<file path="src/rtl/pc_unit_pkg.sv">
// pc_unit_pkg: shared types and default constants for the program-counter unit.
//   pcu_state_e    - FSM state encoding {BOOT, RUN, HALT}
//   PCU_ADDR_W     - default PC width
//   PCU_RESET_VEC  - default reset vector
//   PCU_INC        - default sequential increment
package pc_unit_pkg;

  typedef enum logic [1:0] {
    BOOT = 2'b00,
    RUN  = 2'b01,
    HALT = 2'b10
  } pcu_state_e;

  localparam int unsigned PCU_ADDR_W    = 15;
  localparam int unsigned PCU_RESET_VEC = 0;
  localparam int unsigned PCU_INC       = 1;

endpackage

</file>
<file path="src/rtl/pc_unit_if.sv">
// pc_unit_if: control/address bundle between the fetch controller and pc_unit.
//   master: drives PCWrite, branch_taken, branch_target, call_req, ret_req,
//           halt_req, resume_req; observes pcaddout, pc_valid, halted, ras_err.
//   slave : the pc_unit side (directions reversed).
interface pc_unit_if
  import pc_unit_pkg::*;
#(
  parameter int unsigned ADDR_W = PCU_ADDR_W
) ();

  logic              PCWrite;
  logic              branch_taken;
  logic [ADDR_W-1:0] branch_target;
  logic              call_req;
  logic              ret_req;
  logic              halt_req;
  logic              resume_req;
  logic [ADDR_W-1:0] pcaddout;
  logic              pc_valid;
  logic              halted;
  logic              ras_err;

  modport master (
    output PCWrite, branch_taken, branch_target, call_req, ret_req,
           halt_req, resume_req,
    input  pcaddout, pc_valid, halted, ras_err
  );

  modport slave (
    input  PCWrite, branch_taken, branch_target, call_req, ret_req,
           halt_req, resume_req,
    output pcaddout, pc_valid, halted, ras_err
  );

endinterface

</file>
<file path="src/rtl/pc_ras.sv">
// pc_ras: DEPTH x ADDR_W circular return-address stack.
//   clk, Resetzero : clock, synchronous active-high reset (empties the stack)
//   push, push_data: write push_data on top; when full the oldest entry is lost
//   pop            : discard top entry (ignored when empty)
//   top            : current top entry
//   full, empty    : occupancy flags
module pc_ras #(
  parameter int unsigned ADDR_W = 15,
  parameter int unsigned DEPTH  = 4
) (
  input  logic              clk,
  input  logic              Resetzero,
  input  logic              push,
  input  logic              pop,
  input  logic [ADDR_W-1:0] push_data,
  output logic [ADDR_W-1:0] top,
  output logic              full,
  output logic              empty
);

  localparam int unsigned PW = (DEPTH > 1) ? $clog2(DEPTH) : 1;
  localparam int unsigned CW = $clog2(DEPTH + 1);

  logic [ADDR_W-1:0] mem_q [DEPTH];
  logic [PW-1:0]     sp_q;   // next free slot
  logic [CW-1:0]     cnt_q;
  logic [PW-1:0]     sp_inc, sp_dec;

  // Explicit wrap so non-power-of-two depths stay circular.
  assign sp_inc = (sp_q == PW'(DEPTH - 1)) ? '0 : sp_q + 1'b1;
  assign sp_dec = (sp_q == '0) ? PW'(DEPTH - 1) : sp_q - 1'b1;

  assign top   = mem_q[sp_dec];
  assign full  = (cnt_q == CW'(DEPTH));
  assign empty = (cnt_q == '0);

  always_ff @(posedge clk) begin
    if (Resetzero) begin
      sp_q  <= '0;
      cnt_q <= '0;
    end else if (push) begin
      sp_q <= sp_inc;
      if (!full) cnt_q <= cnt_q + 1'b1;
    end else if (pop && !empty) begin
      sp_q  <= sp_dec;
      cnt_q <= cnt_q - 1'b1;
    end
  end

  // Storage needs no reset: occupancy is tracked by cnt_q.
  always_ff @(posedge clk) begin
    if (!Resetzero && push) mem_q[sp_q] <= push_data;
  end

endmodule

</file>
<file path="src/rtl/pc_unit.sv">
// pc_unit: program-counter unit at the head of the fetch stage.
//   clk        : rising-edge clock
//   Resetzero  : synchronous active-high reset
//   bus (slave): PCWrite, branch_taken, branch_target, call_req, ret_req,
//                halt_req, resume_req in; pcaddout, pc_valid, halted, ras_err out
// Optional feature: define PCU_RAS_EN to build the return-address stack;
// without it call_req behaves as a branch and ret_req as an RAS underflow.
module pc_unit
  import pc_unit_pkg::*;
#(
  parameter int unsigned ADDR_W    = PCU_ADDR_W,
  parameter int unsigned RESET_VEC = PCU_RESET_VEC,
  parameter int unsigned INC       = PCU_INC,
  parameter int unsigned RAS_DEPTH = 4
) (
  input  logic     clk,
  input  logic     Resetzero,
  pc_unit_if.slave bus
);

  pcu_state_e        state_q, state_d;
  logic [ADDR_W-1:0] pc_q, pc_d;
  logic              valid_q, valid_d;
  logic              halted_q, halted_d;
  logic              err_q, err_d;
  logic [ADDR_W-1:0] pc_seq;

  // Modulo 2^ADDR_W by truncation; wrap is silent.
  assign pc_seq = pc_q + ADDR_W'(INC);

`ifdef PCU_RAS_EN
  logic              ras_push, ras_pop, ras_full, ras_empty;
  logic [ADDR_W-1:0] ras_top;

  pc_ras #(
    .ADDR_W (ADDR_W),
    .DEPTH  (RAS_DEPTH)
  ) u_ras (
    .clk       (clk),
    .Resetzero (Resetzero),
    .push      (ras_push),
    .pop       (ras_pop),
    .push_data (pc_seq),
    .top       (ras_top),
    .full      (ras_full),
    .empty     (ras_empty)
  );
`endif

  always_comb begin
    state_d  = state_q;
    pc_d     = pc_q;
    valid_d  = valid_q;
    halted_d = halted_q;
    err_d    = 1'b0;
`ifdef PCU_RAS_EN
    ras_push = 1'b0;
    ras_pop  = 1'b0;
`endif
    case (state_q)
      // Leaving BOOT advances like a plain RUN step so the first valid
      // address follows the reset vector; redirects are not yet honoured.
      BOOT: begin
        state_d  = RUN;
        valid_d  = 1'b1;
        halted_d = 1'b0;
        if (bus.PCWrite) pc_d = pc_seq;
      end
      RUN: begin
        if (bus.halt_req) begin
          state_d  = HALT;
          valid_d  = 1'b0;
          halted_d = 1'b1;
        end else if (bus.call_req && bus.ret_req) begin
          err_d = 1'b1;
          if (bus.PCWrite) pc_d = pc_seq;
        end else if (bus.ret_req) begin
`ifdef PCU_RAS_EN
          if (ras_empty) begin
            pc_d  = pc_seq;
            err_d = 1'b1;
          end else begin
            pc_d    = ras_top;
            ras_pop = 1'b1;
          end
`else
          pc_d  = pc_seq;
          err_d = 1'b1;
`endif
        end else if (bus.call_req) begin
          pc_d = bus.branch_target;
`ifdef PCU_RAS_EN
          ras_push = 1'b1;
          err_d    = ras_full;
`endif
        end else if (bus.branch_taken) begin
          pc_d = bus.branch_target;
        end else if (bus.PCWrite) begin
          pc_d = pc_seq;
        end
      end
      HALT: begin
        if (bus.resume_req) begin
          state_d  = RUN;
          valid_d  = 1'b1;
          halted_d = 1'b0;
        end
      end
      default: state_d = BOOT;
    endcase
  end

  always_ff @(posedge clk) begin
    if (Resetzero) begin
      state_q  <= BOOT;
      pc_q     <= ADDR_W'(RESET_VEC);
      valid_q  <= 1'b0;
      halted_q <= 1'b0;
      err_q    <= 1'b0;
    end else begin
      state_q  <= state_d;
      pc_q     <= pc_d;
      valid_q  <= valid_d;
      halted_q <= halted_d;
      err_q    <= err_d;
    end
  end

  assign bus.pcaddout = pc_q;
  assign bus.pc_valid = valid_q;
  assign bus.halted   = halted_q;
  assign bus.ras_err  = err_q;

endmodule

</file>
<file path="src/flat_wrapper.sv">
// flat-port wrapper written by rule: the top's interface ports become plain ports
module pc_unit_flat import pc_unit_pkg::*;
#(
  parameter int unsigned ADDR_W    = PCU_ADDR_W,
  parameter int unsigned RESET_VEC = PCU_RESET_VEC,
  parameter int unsigned INC       = PCU_INC,
  parameter int unsigned RAS_DEPTH = 4
)
  (clk, Resetzero, bus_PCWrite, bus_branch_taken, bus_branch_target, bus_call_req, bus_ret_req, bus_halt_req, bus_resume_req, bus_pcaddout, bus_pc_valid, bus_halted, bus_ras_err);
  pc_unit_if #(.ADDR_W(ADDR_W)) bus_i ();
  input  logic clk;
  input  logic Resetzero;
  input wire logic [$bits(bus_i.PCWrite)-1:0] bus_PCWrite;
  input wire logic [$bits(bus_i.branch_taken)-1:0] bus_branch_taken;
  input wire logic [$bits(bus_i.branch_target)-1:0] bus_branch_target;
  input wire logic [$bits(bus_i.call_req)-1:0] bus_call_req;
  input wire logic [$bits(bus_i.ret_req)-1:0] bus_ret_req;
  input wire logic [$bits(bus_i.halt_req)-1:0] bus_halt_req;
  input wire logic [$bits(bus_i.resume_req)-1:0] bus_resume_req;
  output wire logic [$bits(bus_i.pcaddout)-1:0] bus_pcaddout;
  output wire logic [$bits(bus_i.pc_valid)-1:0] bus_pc_valid;
  output wire logic [$bits(bus_i.halted)-1:0] bus_halted;
  output wire logic [$bits(bus_i.ras_err)-1:0] bus_ras_err;
  assign bus_i.PCWrite = bus_PCWrite;
  assign bus_i.branch_taken = bus_branch_taken;
  assign bus_i.branch_target = bus_branch_target;
  assign bus_i.call_req = bus_call_req;
  assign bus_i.ret_req = bus_ret_req;
  assign bus_i.halt_req = bus_halt_req;
  assign bus_i.resume_req = bus_resume_req;
  assign bus_pcaddout = bus_i.pcaddout;
  assign bus_pc_valid = bus_i.pc_valid;
  assign bus_halted = bus_i.halted;
  assign bus_ras_err = bus_i.ras_err;
  pc_unit #(.ADDR_W(ADDR_W), .RESET_VEC(RESET_VEC), .INC(INC), .RAS_DEPTH(RAS_DEPTH)) u_core (.clk(clk), .Resetzero(Resetzero), .bus(bus_i));
endmodule
</file>
<file path="config.mk">
export PLATFORM = sky130hd
export DESIGN_NAME = pc_unit_flat
export DESIGN_NICKNAME = d
export VERILOG_FILES = /design/src/rtl/pc_unit_pkg.sv /design/src/rtl/pc_unit_if.sv /design/src/rtl/pc_ras.sv /design/src/rtl/pc_unit.sv /design/src/flat_wrapper.sv
export SDC_FILE = /design/constraint.sdc
export NUM_CORES = 1
export LEC_CHECK = 0
export BUFFER_PORTS_ARGS = -buffer_cell sky130_fd_sc_hd__buf_2
export CORE_MARGIN = 5
export CORE_UTILIZATION = 55
export CTS_CLUSTER_DIAMETER = 30
export CTS_CLUSTER_SIZE = 28
export DETAILED_ROUTE_END_ITERATION = 8
export MAX_ROUTING_LAYER = met4
export PLACE_DENSITY = 0.84
export SYNTH_ARGS = -nofsm -noshare
export SYNTH_HDL_FRONTEND = slang
export SYNTH_SLANG_ARGS = --single-unit
export TNS_END_PERCENT = 100
</file>
<file path="constraint.sdc">
create_clock -name clk -period 4.35 [get_ports clk]
set_input_delay 0.435 -clock clk [delete_from_list [all_inputs] [get_ports clk]]
set_output_delay 0.435 -clock clk [all_outputs]
set_load 0.05 [all_outputs]
</file>
==> results.txt, run 1 <==
----------------------------------------------------
[Status]
  Result of the run ... complete, but fails checks
  Failing checks ... design-rule violations

[Yosys]
  Flip-flop cell with the highest count after synthesis ... sky130_fd_sc_hd__dfxtp_1
  Area share of the largest cell type after synthesis ... 0.207
  Cell types occupying the most area after synthesis ... sky130_fd_sc_hd__dfxtp_1 (21%), sky130_fd_sc_hd__a21oi_1 (5.9%), sky130_fd_sc_hd__nor2_1 (5.0%)
  Proportion of synthesized chip area in sequential cells ... 0.207
  Synth Register Bits ... 20
  EDFF count, synth ... 0
  Synthesized area per cell ... 7.51 sq um
  Asr flop ratio synth ... 0
  Cell with the most instances after synthesis ... sky130_fd_sc_hd__nor2_1
  Post-synthesis cell type count ... between 60 and 70
  List of most frequent post-synthesis cells ... sky130_fd_sc_hd__nor2_1 (26), sky130_fd_sc_hd__a21oi_1 (23), sky130_fd_sc_hd__dfxtp_1 (20), sky130_fd_sc_hd__nand2_1 (20), sky130_fd_sc_hd__o21ai_0 (19)
  Synthesized Nets ... 282
  Netlist Area Pre-Place ... 0.00194 sq mm
  Count of yosys warnings during synthesis ... 0
  Post-synthesis cell type with the largest combined area ... sky130_fd_sc_hd__dfxtp_1
  Gate count of the mapped netlist ... 258

[Clock network]
  Buffer depth of the longest clock path ... 2
  Number of clock buffers inserted by TritonCTS ... 3
  Number of resized instances in the post-cts repair step ... 0
  Count of H-tree levels built during CTS ... 1
  Number of buffers added to fix hold violations after cts ... 0
  Number of sinks handled by clock tree synthesis ... 20
  CTS tree ... yes
  Skew-Pair Late Insertion Delay ... 320 ps
  Reg clk slew, reported paths ... 120 ps
  Postcts setup bufs ... 0
  Root buffer cell ... sky130_fd_sc_hd__clkbuf_4

[Timing]
  Minimum period implied by the final worst setup slack ... 2210 ps
  Setup repair after global routing missed its margin ... no
  Post-route setup TNS ... 0 ps
  Number of hold-slack violations in the final timing report ... 0
  Smallest hold slack ... 412 ps
  Worst slew slack as a fraction of its limit ... 0.357
  Slew of the pin with the lowest slew margin ... 965 ps
  Final cycle utilization of the critical path ... 0.507
  Max Clock Skew ... 10.9 ps
  Final count of pins violating max slew ... 0
  Count of final setup violators ... 0
  Maximum achievable frequency ... 453 MHz

[Setup path]
  Most common cell on crit path ... sky130_fd_sc_hd__a211oi_1
  R2R cell count ... 5
  List of cells traversed by the critical path ... nand2b_1 -> nor2_1 -> o21ai_0 -> a211oi_1 -> a211oi_1
  Category of the worst setup path capture point ... flip-flop
  Instance count on the critical path ... 5
  Worst Setup Start Kind ... flip-flop
  Library cell contributing the largest single delay on the critical path ... sky130_fd_sc_hd__nor2_1
  Max Fanout on Critical Path ... 12
  Sum of buffers and inverters on the critical path ... 0
  Max incr delay on CP ... 710 ps
  WP data required ... 4560 ps
  Data arrival, critical path ... 2410 ps
  Crit Path Category ... flip-flop to flip-flop
  Family of cells with the greatest summed delay on the critical path ... simple AND/OR/NAND/NOR gates

[Pwr]
  Sw Pwr ... 231 uW
  Proportion of power drawn by flip-flops and latches ... 0.426
  Power Density ... around 270 mW/mm^2
  Internal power contribution ... 312 uW
  Switching portion of total power ... 0.425
  Post-route total power ... 543 uW
  Clk network pwr share ... 0.217
  Peak VDD IR ... approximately 190 uV
  Leakage power total ... 0.000839 uW
  Part of the total power dissipated in combinational logic ... 0.357

[Detailed routing]
  Number of DRC violations after detailed routing ... 1
  First-pass iteration count of the detailed router ... 9
  Wire length per cell ... roughly 17 microns
  Detail Route Antenna Nets ... 0
  Number of DRC violations after detailed-routing iteration 0 ... 211
  Mean number of vias per cell ... 6.47
  Routed wire length ... 5470 microns
  Detailed-route via count ... 2,097

[Min path]
  Worst Hold Depth ... 4
  Worst min path class ... input pin to flip-flop

[Floorplanning]
  Die Outline Area ... 0.00481 sq mm
  I/O pin count ... 41
  Die span in x ... 69.4 microns
  Core box area ... 0.00336 sq mm
  Initial Utilization ... 0.576
  Floorplan row count ... 21
  Die extent in y ... 69.4 microns

[Placed design]
  Count of buffers from port buffering ... 40
  Dpl cells ... 320
  Detailed placer's ending HPWL ... 3810 microns
  Global placer's final weighted congestion ... about 0.93

[Finish]
  Post-Layout Cell Count ... 324
  Growth of design area from synthesis to finish ... 5.10%
  Fin nets ... 303
  Final antenna diode count ... 0
  Share of final-layout standard cells stronger than drive strength 1 ... 0.219

[Global route]
  Initial antenna violation count ... 0
  Overall Global Routing Usage ... 0.229
  Largest net degree at the start of global routing ... 28
  Grt total ovfl ... 0
  Number of global-route vias before repair ... 1,905
  Wire length of the first global-routing pass ... 9020 microns

[Job]
  Maximum capacitance violations ... 0

----------------------------------------------------
cell type report:
type                       count  area, sq um
multi-input combinational    210         1330
tap                           46         57.6
sequential                    20          400
inverter                       4         15.0
fill                         355         1330
timing repair buffer          40          200
clock buffer                   4         36.3
worst reg2reg max path: cells and delay by family (launching register included):
family          cells  cell delay, ps
flops               1             550
simple gates        2             890
compound gates      3             670
cells by family after synthesis:
| logic type | count (synthesis) | synth area share |
|---|---|---|
| AND/OR/NAND/NOR | 108 | 0.317 |
| AO/OA/AOI/OAI | 85 | 0.287 |
| buffers and inverters | 28 | 0.108 |
| flip-flops | 20 | 0.207 |
| XOR/XNOR | 14 | 0.0633 |
| multiplexers | 2 | 0.0110 |
| adder cells (fa/ha/maj) | 1 | 0.00645 |
power groups by stage:
stage               clock, uW  sequential (uW)  combinational, uW
global route              127              235                209
finish                    118              231                194
CTS                       119              230                192
floorplan                   0              265                126
detailed placement          0              235                191
global placement            0              234                188
path summary, 6_finish.rpt:
kind                                  startpoint                                    to  slack [ps]
hold reg to reg   u_core.bus.halted$_SDFFE_PP0P_        u_core.bus.halted$_SDFFE_PP0P_         480
hold / removal                    bus_resume_req        u_core.bus.halted$_SDFFE_PP0P_         410
setup / recovery  u_core.state_q[0]$_SDFFE_PP0P_  u_core.bus.pcaddout[13]$_SDFFE_PP0P_        2140
setup reg to reg  u_core.state_q[0]$_SDFFE_PP0P_  u_core.bus.pcaddout[13]$_SDFFE_PP0P_        2140
registers in the layout, indices dropped and copies added (netlist names):
signal	count
u_core.bus.pcaddout	15
u_core.state_q	2
u_core.bus.halted	1
u_core.bus.pc_valid	1
u_core.bus.ras_err	1
layout by cell type (no fill, tap or decap), types with 2 or more instances in the layout:
cell type	Yosys	final
sky130_fd_sc_hd__nand3_1	8	8
sky130_fd_sc_hd__buf_2	6	40
sky130_fd_sc_hd__dfxtp_1	20	20
sky130_fd_sc_hd__nor2b_1	2	2
sky130_fd_sc_hd__nand4b_1	2	2
sky130_fd_sc_hd__inv_1	4	4
sky130_fd_sc_hd__clkbuf_4	0	3
sky130_fd_sc_hd__a2111oi_2	2	2
sky130_fd_sc_hd__nand4_1	8	8
sky130_fd_sc_hd__nand2_1	20	20
sky130_fd_sc_hd__nor3b_1	2	2
sky130_fd_sc_hd__a211oi_1	6	6
sky130_fd_sc_hd__a22oi_1	2	2
sky130_fd_sc_hd__nor3_1	8	8
sky130_fd_sc_hd__and3_1	9	9
sky130_fd_sc_hd__o21a_1	4	4
sky130_fd_sc_hd__xor2_1	9	9
sky130_fd_sc_hd__o21bai_1	2	2
sky130_fd_sc_hd__nor3_2	2	2
sky130_fd_sc_hd__o211a_1	2	2
sky130_fd_sc_hd__o211ai_1	4	4
sky130_fd_sc_hd__a21oi_1	23	23
sky130_fd_sc_hd__o21ai_0	19	19
sky130_fd_sc_hd__nor4_1	4	4
sky130_fd_sc_hd__and4_1	2	2
sky130_fd_sc_hd__nand2b_1	3	3
sky130_fd_sc_hd__nor2_1	26	26
sky130_fd_sc_hd__a31oi_1	9	9
sky130_fd_sc_hd__xnor2_1	5	5
stage by stage:
stage | area (sq um) | utilization | worst slack (ps)
4_1_cts | 2040 | 0.606 | 2210
6_report | 2040 | 0.606 | 2140
5_1_grt | 2040 | 0.606 | 1970
2_1_floorplan | 1940 | - | 2350
3_5_place_dp | 2000 | 0.595 | 2010
3_3_place_gp | 2000 | 0.595 | 1990
layer usage:
| layer | up-vias | global-route usage | share of wire |
|---|---|---|---|
| li1 | 1001 | - | - |
| met1 | 973 | 0.287 | 0.42 |
| met2 | 98 | 0.378 | 0.46 |
| met3 | 25 | 0.0406 | 0.090 |
| met5 | - | - | 0 |
| met4 | 0 | 0.0607 | 0.030 |
No activity file was read; power rests on OpenSTA's default activity.
==> run 2: changes to the inputs <==
- CORE_UTILIZATION: 55 -> 50
- PLACE_DENSITY: 0.84 -> 0.81
- clock period: 4.35 -> 1.9 ns (I/O delays scaled with it)
==> run 2 against run 1 <==
  * The flow now finishes without violations
  * Sequential share of layout area down 1.2 points
  * Critical path depth up 1
  * Die area rose by 8.5%
  * First-iteration DRC count increased by 3.8%
  * Setup slack got worse by 1900 ps
  * Wire length is 3.6% higher
  * Register-to-register slack worse by 1900 ps
  * Cell count increased by 5.2%
  * Largest cell class unchanged
  * Highest routed layer unchanged
==> results.txt, run 2 (synthesized netlist as in run 1, its figures left out) <==
----------------------------------------------------
[Status]
  Result of the run ... finished clean (was complete, but fails checks)

[Finish]
  Fin nets ... 318 (was 303)
  Most common cell after layout, fill and taps aside ... sky130_fd_sc_hd__buf_2 (unchanged)
  Share of final-layout standard cells stronger than drive strength 1 ... 0.280 (was 0.219)
  Growth of design area from synthesis to finish ... 13.5% (was 5.10%)
  Final antenna diode count ... 0 (unchanged)
  Leading cell types in the layout, fill and taps excluded ... sky130_fd_sc_hd__buf_2 (40), sky130_fd_sc_hd__nor2_1 (26), sky130_fd_sc_hd__a21oi_1 (23) (unchanged)
  Max reg flops ... 15 (unchanged)

[Placed design]
  Detailed placer's ending HPWL ... 4010 microns (was 3810 microns)
  Count of buffers from port buffering ... 40 (unchanged)
  Global placer's final weighted congestion ... 0.949 (was 0.933)

[Timing]
  Slew of the pin with the lowest slew margin ... 458 ps (was 965 ps)
  Post-route setup TNS ... 0 ps (unchanged)
  Final cycle utilization of the critical path ... 0.892 (was 0.507)
  Worst slew slack as a fraction of its limit ... 0.695 (was 0.357)
  Final count of pins violating max slew ... 0 (unchanged)
  Minimum period implied by the final worst setup slack ... 1690 ps (was 2210 ps)
  Setup repair after global routing missed its margin ... no (unchanged)
  Maximum achievable frequency ... 590 MHz (was 453 MHz)
  Max Clock Skew ... 9.73 ps (was 10.9 ps)
  Count of final setup violators ... 0 (unchanged)
  Number of hold-slack violations in the final timing report ... 0 (unchanged)

[Setup path]
  WP data required ... 2100 ps (was 4560 ps)
  Worst Setup Start Kind ... flip-flop (unchanged)
  R2R cell count ... 6 (was 5)
  Max Fanout on Critical Path ... 9 (was 12)
  Category of the worst setup path capture point ... flip-flop (unchanged)
  Crit Path Category ... flip-flop to flip-flop (unchanged)
  Data arrival, critical path ... 1890 ps (was 2410 ps)

[Job]
  Maximum capacitance violations ... 0 (unchanged)

[Pwr]
  Peak VDD IR ... 427 uV (was 187 uV)
  Leakage power total ... 0.000929 uW (was 0.000839 uW)
  Post-route total power ... 1460 uW (was 543 uW)
  Power Density ... 666 mW/mm^2 (was 267 mW/mm^2)

[Detailed routing]
  Number of DRC violations after detailed-routing iteration 0 ... 219 (was 211)
  First-pass iteration count of the detailed router ... 4 (was 9)
  Number of DRC violations after detailed routing ... 0 (was 1)
  Wire length per cell ... 16.6 microns (was 16.9 microns)
  Routed wire length ... 5660 microns (was 5470 microns)
  Mean number of vias per cell ... 6.25 (was 6.47)
  Detailed-route via count ... 2,131 (was 2,097)
  Detail Route Antenna Nets ... 0 (unchanged)

[Global route]
  Largest net degree at the start of global routing ... 24 (was 28)
  Grt total ovfl ... 0 (unchanged)
  Overall Global Routing Usage ... 0.226 (was 0.229)
  Number of global-route vias before repair ... 1,889 (was 1,905)
  Initial antenna violation count ... 0 (unchanged)
  Wire length of the first global-routing pass ... 9120 microns (was 9020 microns)

[Clock network]
  Skew-Pair Late Insertion Delay ... 270 ps (was 320 ps)
  Buffer depth of the longest clock path ... 2 (unchanged)
  Reg clk slew, reported paths ... 90 ps (was 120 ps)
  Root buffer cell ... sky130_fd_sc_hd__clkbuf_8 (was sky130_fd_sc_hd__clkbuf_4)
  Postcts setup bufs ... 0 (unchanged)
  Number of sinks handled by clock tree synthesis ... 20 (unchanged)
  Number of buffers added to fix hold violations after cts ... 0 (unchanged)
  Count of H-tree levels built during CTS ... 1 (unchanged)
  CTS tree ... yes (unchanged)
  Number of clock buffers inserted by TritonCTS ... 3 (unchanged)
  Number of resized instances in the post-cts repair step ... 0 (unchanged)

[Floorplanning]
  Floorplan row count ... 22 (was 21)
  Core box area ... 0.00372 sq mm (was 0.00336 sq mm)
  Die Outline Area ... 0.00522 sq mm (was 0.00481 sq mm)
  I/O pin count ... 41 (unchanged)
  Die span in x ... 72.3 microns (was 69.4 microns)
  Die extent in y ... 72.3 microns (was 69.4 microns)
  Initial Utilization ... 0.522 (was 0.576)

[Min path]
  Worst min path class ... input pin to flip-flop (unchanged)
  Worst Hold Depth ... 4 (unchanged)

----------------------------------------------------
## run 2: area by class of cell
cell class                 instances  area [sq um]
timing repair buffer              55           313
tap                               48          60.1
clock buffer                       3          41.3
clock inverter                     1          30.0
fill                             351          1520
inverter                           4          15.0
multi-input combinational        210          1340
sequential                        20           405
## run 2: critical path: stages (launching register included)
cell                      delay, ps
sky130_fd_sc_hd__dfxtp_2        410
sky130_fd_sc_hd__ha_2           280
sky130_fd_sc_hd__nand2_1        160
sky130_fd_sc_hd__nor4b_4        350
sky130_fd_sc_hd__xor2_1         180
sky130_fd_sc_hd__o21ai_0         90
sky130_fd_sc_hd__a31oi_1        160
## run 2: power breakdown
| group | internal, uW | total (uW) | switching, uW | leakage (uW) |
|---|---|---|---|---|
| combinational | 177 | 505 | 329 | 0.000727 |
| clock | 282 | 442 | 161 | 0.0000357 |
| sequential | 456 | 516 | 60.3 | 0.000166 |
| total | 915 | 1460 | 550 | 0.000929 |
## run 2: per-stage QoR
| step | cell area (sq um) | hold WS (ps) | instances | setup slack (ps) | util |
|---|---|---|---|---|---|
| 6_report | 2200 | 202 | 341 | 205 | 0.592 |
| 5_1_grt | 2200 | 222 | 341 | 84.7 | 0.592 |
| 4_1_cts | 2190 | 203 | 341 | 86.4 | 0.590 |
| 3_5_place_dp | 2120 | 459 | 337 | 155 | 0.570 |
| 3_3_place_gp | 2120 | 457 | 337 | 251 | 0.570 |
| 2_1_floorplan | 1940 | 365 | 258 | 12.9 | - |
## run 2: final timing paths
check                                                         start                                   end  slack (ps)
worst max-delay path            u_core.bus.pcaddout[1]$_SDFFE_PP0P_  u_core.bus.pcaddout[12]$_SDFFE_PP0P_         210
worst min-delay path                                 bus_resume_req        u_core.bus.halted$_SDFFE_PP0P_         200
worst max register to register  u_core.bus.pcaddout[1]$_SDFFE_PP0P_  u_core.bus.pcaddout[12]$_SDFFE_PP0P_         210
worst min register to register       u_core.bus.halted$_SDFFE_PP0P_        u_core.bus.halted$_SDFFE_PP0P_         480
## run 2: layer usage
metal | track usage | up-vias | routed length, microns
met5 | - | - | 0
met4 | 0.0772 | 0 | 93
met2 | 0.348 | 121 | 2550
met3 | 0.0485 | 10 | 686
li1 | - | 1036 | -
met1 | 0.291 | 964 | 2340
==> run 3: changes to the inputs <==
- CORE_UTILIZATION: 50 -> 55
- PLACE_DENSITY: 0.81 -> 0.84
- TNS_END_PERCENT: 100 -> 50
- clock period: 1.9 -> 2 ns (I/O delays scaled with it)
==> run 3 against run 2 <==
  * Cell count fell by 1.5%
  * Final area decreased by 1.7%
  * Utilization increased by 5.1 points
  * Wire length fell by 4.4%
  * First-iteration DRC count is 0.91% higher
  * Fmax decreased by 5.9%
  * Count of clock-buffer cells in the layout unchanged
  * Combinational power down 7.3%
  * Via count grew 0.80%
  * Die area decreased by 7.9%
  * Non-clock buffer count down 3
  * Clock power down 20%
  * Highest routed layer unchanged
==> results.txt, run 3 (synthesized netlist as in run 1, its figures left out) <==
----------------------------------------------------
[Status]
  Result of the run ... finished clean (unchanged)

[Finish]
  Leading cell types in the layout, fill and taps excluded ... sky130_fd_sc_hd__buf_2 (40), sky130_fd_sc_hd__nor2_1 (26), sky130_fd_sc_hd__a21oi_1 (23) (unchanged)
  Post-Layout Cell Count ... 336 (was 341)
  Share of final-layout standard cells stronger than drive strength 1 ... 0.259 (was 0.280)
  Fin nets ... 315 (was 318)
  Growth of design area from synthesis to finish ... 11.6% (was 13.5%)
  Final antenna diode count ... 0 (unchanged)
  Most common cell after layout, fill and taps aside ... sky130_fd_sc_hd__buf_2 (unchanged)
  Max reg flops ... 15 (unchanged)

[Timing]
  Max Clock Skew ... 10.1 ps (was 9.73 ps)
  Maximum achievable frequency ... 555 MHz (was 590 MHz)
  Post-route setup TNS ... 0 ps (unchanged)
  Final cycle utilization of the critical path ... 0.901 (was 0.892)
  Worst slew slack as a fraction of its limit ... 0.685 (was 0.695)
  Setup repair after global routing missed its margin ... no (unchanged)
  Slew of the pin with the lowest slew margin ... 470 ps (was 458 ps)
  Final count of pins violating max slew ... 0 (unchanged)
  Number of hold-slack violations in the final timing report ... 0 (unchanged)
  Minimum period implied by the final worst setup slack ... 1800 ps (was 1690 ps)
  Count of final setup violators ... 0 (unchanged)

[Setup path]
  Data arrival, critical path ... 2060 ps (was 1890 ps)
  WP data required ... 2260 ps (was 2100 ps)
  Worst Setup Start Kind ... flip-flop (unchanged)
  Worst reg-to-reg setup slack ... 200 ps (was 210 ps)
  Reg2reg start ... u_core.bus.pcaddout[3]$_SDFFE_PP0P_ (was u_core.bus.pcaddout[1]$_SDFFE_PP0P_)
  R2R cell count ... 5 (was 6)
  Max Fanout on Critical Path ... 10 (was 9)
  Category of the worst setup path capture point ... flip-flop (unchanged)
  Crit Path Category ... flip-flop to flip-flop (unchanged)
  R2R Path End ... u_core.bus.pcaddout[13]$_SDFFE_PP0P_ (was u_core.bus.pcaddout[12]$_SDFFE_PP0P_)

[Floorplanning]
  Floorplan row count ... 21 (was 22)
  Initial Utilization ... 0.576 (was 0.522)
  Die Outline Area ... 0.00481 sq mm (was 0.00522 sq mm)
  Core box area ... 0.00336 sq mm (was 0.00372 sq mm)
  Die span in x ... 69.4 microns (was 72.3 microns)
  Die extent in y ... 69.4 microns (was 72.3 microns)
  I/O pin count ... 41 (unchanged)

[Global route]
  Wire length of the first global-routing pass ... 9130 microns (was 9120 microns)
  Overall Global Routing Usage ... 0.231 (was 0.226)
  Number of global-route vias before repair ... 1,883 (was 1,889)
  Largest net degree at the start of global routing ... 24 (unchanged)
  Initial antenna violation count ... 0 (unchanged)
  Grt total ovfl ... 0 (unchanged)

[Detailed routing]
  Detail Route Antenna Nets ... 0 (unchanged)
  Number of DRC violations after detailed routing ... 0 (unchanged)
  First-pass iteration count of the detailed router ... 5 (was 4)
  Wire length per cell ... 16.1 microns (was 16.6 microns)
  Detailed-route via count ... 2,148 (was 2,131)
  Routed wire length ... 5410 microns (was 5660 microns)
  Number of DRC violations after detailed-routing iteration 0 ... 221 (was 219)
  Mean number of vias per cell ... 6.39 (was 6.25)

[Clock network]
  Number of sinks handled by clock tree synthesis ... 20 (unchanged)
  Root buffer cell ... sky130_fd_sc_hd__clkbuf_4 (was sky130_fd_sc_hd__clkbuf_8)
  CTS tree ... yes (unchanged)
  Skew-Pair Late Insertion Delay ... 330 ps (was 270 ps)
  Count of H-tree levels built during CTS ... 1 (unchanged)
  Reg clk slew, reported paths ... 140 ps (was 90 ps)
  Postcts setup bufs ... 0 (unchanged)
  Number of resized instances in the post-cts repair step ... 0 (unchanged)
  Number of clock buffers inserted by TritonCTS ... 3 (unchanged)
  Number of buffers added to fix hold violations after cts ... 0 (unchanged)
  Buffer depth of the longest clock path ... 2 (unchanged)

[Min path]
  Worst Hold Depth ... 4 (unchanged)
  Worst min path class ... input pin to flip-flop (unchanged)
  Worst Hold Endpoint ... u_core.bus.halted$_SDFFE_PP0P_ (unchanged)
  Hold Crit Start ... bus_resume_req (unchanged)

[Placed design]
  Detailed placer's ending HPWL ... 3990 microns (was 4010 microns)
  Dpl cells ... 332 (was 337)
  Count of buffers from port buffering ... 40 (unchanged)
  Global placer's final weighted congestion ... 0.911 (was 0.949)

[Pwr]
  Peak VDD IR ... 326 uV (was 427 uV)
  Power Density ... 608 mW/mm^2 (was 666 mW/mm^2)
  Leakage power total ... 0.000910 uW (was 0.000929 uW)

[Job]
  Maximum capacitance violations ... 0 (unchanged)

----------------------------------------------------
## run 3: cell count changes in the layout (fill, tap and decap cells not counted), moves of 3 or more
| cell | before | now |
|---|---|---|
| sky130_fd_sc_hd__clkbuf_8 | 3 | 0 |
| sky130_fd_sc_hd__dfxtp_1 | 16 | 19 |
| sky130_fd_sc_hd__buf_4 | 15 | 11 |
| sky130_fd_sc_hd__dfxtp_2 | 4 | 1 |
| sky130_fd_sc_hd__clkbuf_4 | 0 | 3 |
## run 3: per-layer routing
metal | share of wire | GRT usage
met5 | 0 | -
met1 | 0.41 | 0.297
met2 | 0.46 | 0.361
met4 | 0.027 | 0.0846
met3 | 0.098 | 0.0420
## run 3: final cells by class
type                    count  area [sq um]
repair buffers             52           303
clock buffers               3          22.5
clock inverters             1          30.0
well taps                  46          57.6
inverters                   4          15.0
fillers                   334          1200
multi-input cells         210          1330
flip-flops and latches     20           402
## run 3: per-stage QoR
step | util | setup slack, ps | hold WS [ps] | power [uW] | area [sq um]
global route | 0.643 | 41.7 | 151 | 1380 | 2160
detailed placement | 0.625 | 256 | 458 | 961 | 2100
floorplan | - | 3.54 | 375 | 850 | 1940
global placement | 0.625 | 308 | 452 | 953 | 2100
finish | 0.643 | 198 | 139 | 1310 | 2160
CTS | 0.641 | 213 | 148 | 1300 | 2160
## run 3: critical path: stages (launching register included)
cell and delay [ps]:
sky130_fd_sc_hd__dfxtp_1 580, sky130_fd_sc_hd__nand4_4 270, sky130_fd_sc_hd__nor4_2 330, sky130_fd_sc_hd__xor2_1 220, sky130_fd_sc_hd__a31oi_1 110, sky130_fd_sc_hd__a211oi_1 220
## run 3: how the worst max path moves through the flow
stage / slack [ps] / from / cells past startpoint / to
3_5_place_dp: 260 / u_core.bus.pcaddout[2]$_SDFFE_PP0P_ / 5 / u_core.bus.pcaddout[6]$_SDFFE_PP0P_
3_3_place_gp: 310 / u_core.bus.pcaddout[2]$_SDFFE_PP0P_ / 5 / u_core.bus.pcaddout[13]$_SDFFE_PP0P_
6_report: 200 / u_core.bus.pcaddout[3]$_SDFFE_PP0P_ / 5 / u_core.bus.pcaddout[13]$_SDFFE_PP0P_
4_1_cts: 210 / u_core.bus.pcaddout[2]$_SDFFE_PP0P_ / 5 / u_core.bus.pcaddout[6]$_SDFFE_PP0P_
5_1_grt: 40 / u_core.bus.pcaddout[7]$_SDFFE_PP0P_ / 5 / u_core.bus.pcaddout[13]$_SDFFE_PP0P_
2_1_floorplan: 4 / u_core.bus.pcaddout[1]$_SDFFE_PP0P_ / 6 / u_core.bus.pcaddout[6]$_SDFFE_PP0P_
## run 3: power breakdown
group | internal [uW] | switching, uW | total [uW]
sequential | 432 | 59.8 | 492
combinational | 164 | 303 | 468
clock | 203 | 151 | 354
total | 799 | 515 | 1310
